### config.mk
export PLATFORM = sky130hd
export DESIGN_NAME = exc_commit
export DESIGN_NICKNAME = d
export VERILOG_FILES = /design/src/rtl/exc_commit.sv
export SDC_FILE = /design/constraint.sdc
export NUM_CORES = 1
export LEC_CHECK = 0
export BUFFER_PORTS_ARGS = -buffer_cell sky130_fd_sc_hd__buf_2
export CAP_MARGIN = 20
export CORE_MARGIN = 4
export CORE_UTILIZATION = 49
export DETAILED_ROUTE_END_ITERATION = 8
export PLACE_DENSITY = 0.92
export REMOVE_ABC_BUFFERS = 1
export SLEW_MARGIN = 20
export SYNTH_ARGS = -nofsm -noshare
export SYNTH_HDL_FRONTEND = slang
export SYNTH_SLANG_ARGS = --single-unit
### constraint.sdc
create_clock -name clk -period 4.95 [get_ports clk]
set_clock_uncertainty 0.05 [all_clocks]
set_input_delay 0.495 -clock clk [delete_from_list [all_inputs] [get_ports clk]]
set_output_delay 0.495 -clock clk [all_outputs]
set_load 0.05 [all_outputs]
### src/rtl/exc_commit.sv
// exc_commit: dual-issue commit stage that picks the oldest exception, interrupt or ERET,
// updates the CP0 exception registers and issues a one-cycle flush with a new fetch PC.
module exc_commit #(
   parameter logic [31:0] EXC_VECTOR = 32'hBFC0_0380
) (
   input  logic        clk,
   input  logic        rst,
   input  logic        stall,
   input  logic        m_valid,
   input  logic        s_valid,
   input  logic [31:0] m_pc,
   input  logic [31:0] s_pc,
   input  logic        m_bd,
   input  logic        s_bd,
   input  logic [7:0]  m_exc,
   input  logic [7:0]  s_exc,
   input  logic        m_eret,
   input  logic        s_eret,
   input  logic [31:0] m_badva,
   input  logic [31:0] s_badva,
   input  logic        int_pending,
   output logic        m_commit,
   output logic        s_commit,
   output logic        flush,
   output logic [31:0] redirect_pc,
   output logic [31:0] epc,
   output logic        exl,
   output logic        cause_bd,
   output logic [4:0]  exc_code,
   output logic [31:0] badvaddr
);
   typedef enum logic {IDLE, FLUSH} state_t;
   state_t      r_state, w_next;
   logic        r_flush, r_exl, r_bd;
   logic [31:0] r_redirect, r_epc, r_badvaddr;
   logic [4:0]  r_code;
   logic        w_active, w_int, w_mi, w_si, w_me, w_se, w_mexc, w_sexc, w_mev, w_sev;
   logic        w_i, w_bd, w_isexc, w_fire;
   logic [7:0]  w_mx, w_sx, w_x;
   logic [31:0] w_pc, w_ba, w_bva, w_epc;
   logic [4:0]  w_code;
   always_comb begin
      w_active = (r_state == IDLE) & ~stall & ~rst;
      w_mx     = m_valid ? m_exc : 8'h00;
      w_sx     = s_valid ? s_exc : 8'h00;
      w_me     = m_valid & m_eret;
      w_se     = s_valid & s_eret;
      w_int    = int_pending & ~r_exl & (m_valid | s_valid);
      w_mi     = w_int & m_valid;
      w_si     = w_int & ~m_valid;
      w_mexc   = w_mi | (|w_mx);
      w_sexc   = w_si | (|w_sx);
      w_mev    = w_mexc | w_me;
      w_sev    = w_sexc | w_se;
      w_i      = w_mev ? w_mi : w_si;
      w_x      = w_mev ? w_mx : w_sx;
      w_pc     = w_mev ? m_pc : s_pc;
      w_bd     = w_mev ? m_bd : s_bd;
      w_ba     = w_mev ? m_badva : s_badva;
      w_isexc  = w_mev ? w_mexc : w_sexc;
      w_fire   = w_active & (w_mev | w_sev);
      w_code   = w_i    ? 5'd0  : w_x[7] ? 5'd4  : w_x[6] ? 5'd10 : w_x[5] ? 5'd8 :
                 w_x[4] ? 5'd9  : w_x[3] ? 5'd12 : w_x[2] ? 5'd13 : w_x[1] ? 5'd4 : 5'd5;
      w_bva    = w_i ? r_badvaddr : w_x[7] ? w_pc :
                 (w_x[6:2] == 5'd0 && w_x[1:0] != 2'd0) ? w_ba : r_badvaddr;
      w_epc    = w_bd ? w_pc - 32'd4 : w_pc;
      m_commit = w_active & m_valid & ~w_mev;
      s_commit = w_active & s_valid & ~w_sev & ~w_mev;
   end
   always_comb begin
      w_next = IDLE;
      if (r_state == IDLE && w_fire) w_next = FLUSH;
   end
   always_ff @(posedge clk) r_state <= rst ? IDLE : w_next;
   always_ff @(posedge clk) begin
      if (rst) begin
         r_flush    <= 1'b0;
         r_redirect <= 32'h0;
         r_epc      <= 32'h0;
         r_badvaddr <= 32'h0;
         r_code     <= 5'd0;
         r_bd       <= 1'b0;
         r_exl      <= 1'b1;
      end else begin
         r_flush <= w_fire;
         if (w_fire && w_isexc) begin
            r_redirect <= EXC_VECTOR;
            r_code     <= w_code;
            r_badvaddr <= w_bva;
            r_exl      <= 1'b1;
            if (!r_exl) begin
               r_epc <= w_epc;
               r_bd  <= w_bd;
            end
         end else if (w_fire) begin
            r_redirect <= r_epc;
            r_exl      <= 1'b0;
         end
      end
   end
   assign flush       = r_flush;
   assign redirect_pc = r_redirect;
   assign epc         = r_epc;
   assign exl         = r_exl;
   assign cause_bd    = r_bd;
   assign exc_code    = r_code;
   assign badvaddr    = r_badvaddr;
endmodule

==> flow_summary.ini, run 1 <==
[logic_synthesis]
async_reset_ff_share_pct = 0
yosysMostFrequentCell = dfxtp_1
yosys_warnings = 0
synth_edf_count = 0
yosys-top-cells-count = 104 x dfxtp_1, 90 x nand2_1, 83 x mux2i_1
netlist.area_leader.share_pct = 32.52
synth_cells = 772
synth_cell_types = 67
synth_compound_area_share_pct = 17.86
yosysTopAreaCell = dfxtp_1
synthAdderAreaFrac_pct = 0.1954
synth_top_family_by_area = simple AND/OR/NAND/NOR gates
ys.flop_type = dfxtp_1
synth_xor_area_share_pct = 4.104
syn_area_um2 = 6402
synth.avg_cell_area_um2 = 8.293
ys_seq_area_share_pct = 32.52
synth_area_leaders = dfxtp_1 33%, mux2i_1 13%, nand2_1 5.3%
synthSimpleGateAreaFrac_pct = 25.84
ys_ff_latch = 104
synth_mux_area_share_pct = 13.68

[clock_tree]
numCtsBuffers = 9
cts_max_level = 3
clock_sinks = 104
cts_tree = built
cts_setup_buffers = 0
clock_latency_ps = 350
cts_buffer_depth = 2
cts_resized = 0
hold_buffers = 0
root_buffer = clkbuf_16
clkTransAtPathRegs_ps = 70

[global_route]
grt_usage_pct = 28.36
first_global_vias = 6325
grt_overflow = 0
antenna_found_initial = 1
grt_start_max_net_pins = 97
grt_pass1_wl_um = 33580

[placed_design]
dpl_cell_area_um2 = 7675
place.gp.congestion = 0.8935
io_buffers = 258
place_inst = 1154
hpwl_um = 16270

[floorplan]
num_rows = 41
initial_utilization_pct = 50.32
ios = 260
coreArea_um2 = 12720
die-width_um = 122.3
die-area_um2 = 14960
die_h_um = 122.3

[setup_path]
path_cells = buf_2 > or4_1 > o41ai_4 > mux2i_1 > ha_1 > nand3b_1 > or4_1 > nand3_1 > o21ai_0 > nor4_1 > nor3_1
r2r-start = exl
start_kind = primary input
worstRegToRegCells = 10
required_ps = 5100
end_kind = register
cpMostUsedCell = or4_1
crit_slowest_cell = or4_1
cp.arrival_ps = 3910
critPathMaxStageDelay_ps = 660
rr_endpoint = epc[10]
regToRegSetupSlack_ps = 1570
path_class = primary input to register
crit_fanout = 9

[final_layout]
design_area_um2 = 7963
area_delta_synth_final_pct = 24.37
layout-drive-gt1-share_pct = 30.56
fin_cells = 1171
layout.nets = 1148

[sta]
hold_violations = 0
fin_crit_sh_pct = 76.05
final.min_clock_period_ps = 3765
setup-violations-final = 0
relSlewSlack_pct = 28.53
setup_tns_ps = 0
rsz0062_at_grt = no
worst_pin_slew_ps = 1057
fmax_mhz = 265.6
slew_viol_final = 0

[power]
cellLeakagePower_nw = 3.701
peakVddDrop_mv = 0.2009
power_density_nw_per_um2 = 259.9

[hold_path]
hold_start = m_pc[1]
worstHoldPathType = primary input to register
hold_end = epc[1]
whs_path_depth = 3

[routing]
ant_nets = 0
drt-initial-drc-count = 639
drt-total-wl_um = 21960
drc = 0
vias_per_cell = 5.857
dr.pass1.iters = 5
wl_per_cell_um = 18.76
vias = 6859

[flow_run]
cap_violations = 0

[outcome]
status = completed
## power by group
part           switching [mW]  leakage (nW)  internal (mW)
sequential             0.0181         0.843          0.865
combinational           0.324          2.72          0.173
clock                   0.331         0.136          0.359
## area by class of cell
class	count	area [µm²]
fill	1172	4760
multi-input combinational	602	3975
sequential	104	2082
timing repair buffer	269	1376
clock buffer	11	242.7
tap	172	215.2
clock inverter	5	42.54
inverter	7	26.28
antenna	1	2.502
## kinds of logic (layout without fill, tap and decap cells)
family / after synthesis / after routing
compound gates: 163 / 163
xor+xnor: 30 / 30
fa+ha+maj: 1 / 1
buf+inv: 66 / 292
flops: 104 / 104
mux: 86 / 86
other cells: 1 / 2
simple gates: 321 / 321
## stage by stage
| step | hold WS (ps) | util [%] | setup slack [ps] | power (mW) |
|---|---|---|---|---|
| 2_1_floorplan | 514.1 | - | -631.7 | 1.200 |
| 3_3_place_gp | 388.0 | 60.33 | 974.2 | 1.385 |
| 3_5_place_dp | 393.2 | 60.33 | 857.2 | 1.392 |
| 4_1_cts | 363.8 | 62.57 | 1233 | 2.073 |
| 5_1_grt | 378.4 | 62.59 | 977.9 | 2.145 |
| 6_report | 375.1 | 62.59 | 1185 | 2.069 |
## critical path: cells and delay by family
family,cells,cell delay (ps)
AND/OR/NAND/NOR,6,1940
AO/OA/AOI/OAI,2,710
multiplexers,1,340
adder cells (fa/ha/maj),1,320
buffers and inverters,1,100
## metal layers
metal	global-route usage, %	vias up	routed length (µm)
li1	-	3283	-
met1	37.25	3158	8962
met2	47.51	367	10650
met3	3.502	51	1617
met4	11.13	0	738
met5	0	-	0
## how the worst max path moves through the flow
stage / to / start / depth (start not counted) / slack, ps
5_1_grt: epc[30] / m_exc[0] / 11 / 980
3_3_place_gp: epc[10] / m_exc[0] / 11 / 970
4_1_cts: epc[10] / m_exc[0] / 11 / 1230
6_report: epc[10] / m_exc[0] / 11 / 1190
3_5_place_dp: epc[10] / m_exc[0] / 11 / 860
2_1_floorplan: epc[10] / m_exc[0] / 10 / -630
## placed cells by master, fill, tap and decap left out, types with 3 or more instances in the layout
master       n
and3b_1      3
nand3b_1    12
o21ai_0     14
nand3_1      7
nor4_1      23
a21oi_1     34
or2_2        3
clkbuf_16    9
nand4_1      8
o2bb2ai_1    3
and2_1       3
o21ai_1      7
xor2_1      11
nand2_1     90
or3_1        5
dfxtp_1    104
mux2i_1     83
nor2_1      58
a211oi_1    10
nand2b_1    34
a211o_1     28
o211ai_1     9
buf_2      257
clkinv_4     4
or4_1        8
xnor2_1     19
buf_4       12
nor4b_1      3
nor3_1      50
inv_1        6
o41ai_1      3
o22ai_1     31
## sequential cells by signal (all words and copies together) (netlist names)
signal,count
redirect_pc,32
cause_bd,1
epc,32
exc_code,4
flush,1
badvaddr,32
r_state,1
exl,1
Power figures use the tool's default switching activity.
==> run 2, diff against run 1 <==
--- a/config.mk
+++ b/config.mk
@@ -8,9 +8,9 @@
 export BUFFER_PORTS_ARGS = -buffer_cell sky130_fd_sc_hd__buf_2
 export CAP_MARGIN = 20
 export CORE_MARGIN = 4
-export CORE_UTILIZATION = 49
+export CORE_UTILIZATION = 45
 export DETAILED_ROUTE_END_ITERATION = 8
-export PLACE_DENSITY = 0.92
+export PLACE_DENSITY = 0.89
 export REMOVE_ABC_BUFFERS = 1
 export SLEW_MARGIN = 20
 export SYNTH_ARGS = -nofsm -noshare
==> constraint.sdc (replaced) <==
create_clock -name clk -period 3.4 [get_ports clk]
set_clock_uncertainty 0.05 [all_clocks]
set_input_delay 0.34 -clock clk [delete_from_list [all_inputs] [get_ports clk]]
set_output_delay 0.34 -clock clk [all_outputs]
set_load 0.05 [all_outputs]
==> flow_summary.ini, run 2 (synthesis gave the netlist of run 1 again) <==
[setup_path]
start_kind = primary input
path_class = primary input to register
end_kind = register
crit_start = m_exc[0]
required_ps = 3600
worstRegToRegCells = 12
r2r-start = exl
cp.arrival_ps = 3300
crit_fanout = 6

[routing]
ant_nets = 0
drt-total-wl_um = 22380
wl_per_cell_um = 18.53
vias_per_cell = 5.760
drt-initial-drc-count = 549
vias = 6958
dr.pass1.iters = 6
drc = 0

[power]
power_density_nw_per_um2 = 381.0
p_sw_mw = 0.9748
p_int_mw = 2.181
swShare_pct = 30.89
cellLeakagePower_nw = 3.871
power.total_mw = 3.155
combPwrFrac_pct = 23.6
peakVddDrop_mv = 0.2299
power.share.clock_pct = 35.6
p_seq_share_pct = 40.7

[global_route]
grt_usage_pct = 26.73
first_global_vias = 6534
grt_start_max_net_pins = 107
antenna_found_initial = 2
grt_pass1_wl_um = 35160
grt_overflow = 0

[floorplan]
die-area_um2 = 16200
initial_utilization_pct = 45.95
coreArea_um2 = 13930
num_rows = 43
die_h_um = 127.3
die-width_um = 127.3
ios = 260

[sta]
setup-violations-final = 0
slew_viol_final = 0
setup_tns_ps = 0
rsz0062_at_grt = no
fin_ws_ps = 300.3
final.min_clock_period_ps = 3100
relSlewSlack_pct = 33.12
fin_crit_sh_pct = 91.17
hold_violations = 0
holdWs_ps = 216.9
worst_pin_slew_ps = 1003
fmax_mhz = 322.6

[clock_tree]
clock_sinks = 104
cts_tree = built
hold_buffers = 0
cts_max_level = 3
cts_resized = 0
cts_setup_buffers = 0
numCtsBuffers = 9
root_buffer = clkbuf_16
clock_latency_ps = 350
cts_buffer_depth = 2
clkTransAtPathRegs_ps = 70

[outcome]
status = completed

[final_layout]
n_fill_cell = 1283
final_cell_mix = 257 x buf_2, 104 x dfxtp_1, 90 x nand2_1, 83 x mux2i_1, 58 x nor2_1
fin_cells = 1208
layout.nets = 1176
final_common_cell = buf_2
layout-drive-gt1-share_pct = 32.75
design_area_um2 = 8283
finish.utilization_pct = 59.44
area_delta_synth_final_pct = 29.37

[hold_path]
whs_path_depth = 3
worstHoldPathType = primary input to register
hold_start = s_pc[0]

[placed_design]
place_inst = 1190
dpl_cell_area_um2 = 7945
hpwl_um = 16940
io_buffers = 258
dp_slack_ps = -127.1
place.gp.congestion = 0.9548

[flow_run]
cap_violations = 0
==> run 2: cell count changes in the layout (fill, tap and decap cells not counted), moves of 2 or more <==
cell | before | now
buf_4 | 12 | 36
buf_12 | 0 | 4
clkinv_4 | 4 | 0
inv_6 | 0 | 2
bufinv_16 | 0 | 2
==> run 2: final timing paths <==
| check | end | slack (ps) |
|---|---|---|
| min reg2reg | redirect_pc[10] | 400 |
| max reg2reg | epc[18] | 510 |
| max | epc[18] | 300 |
| min | epc[0] | 220 |
==> run 2: routing by layer <==
layer | routed length [µm] | vias up | part of all wire, % | global-route usage (%)
met5 | 0 | - | 0 | 0
met3 | 1650 | 52 | 7.4 | 5.477
li1 | - | 3332 | - | -
met4 | 605 | 0 | 2.7 | 9.779
met1 | 9284 | 3225 | 41 | 34.66
met2 | 10840 | 349 | 48 | 44.01
==> run 2: critical path, cell delays in order <==
cell and delay (ps):
buf_2 100, or4_1 590, o41ai_4 370, buf_4 200
mux2i_1 250, ha_2 260, and3b_1 220, nand3_2 160
buf_4 200, nor3_1 170, a21oi_1 110, xnor2_1 130
a211oi_1 210
==> run 2: layout make-up <==
type                    instances  area, µm²  share of cell area, %
diodes                          2      5.005                0.06042
flip-flops and latches        104       2082                  25.14
clock buffers                  10      229.0                  2.764
repair buffers                297       1637                  19.76
inverters                       7      26.28                 0.3172
clock inverters                 6      90.09                  1.088
well taps                     180      225.2                  2.719
multi-input cells             602       3989                  48.16
==> run 2: power groups by stage <==
stage                     clock [mW]  sequential, mW  combinational [mW]
after floorplan                    0            1.45               0.298
after global placement             0            1.31               0.728
after detailed placement           0            1.31               0.738
after CTS                       1.15            1.29               0.740
after global routing            1.20            1.29               0.799
final                           1.12            1.29               0.745
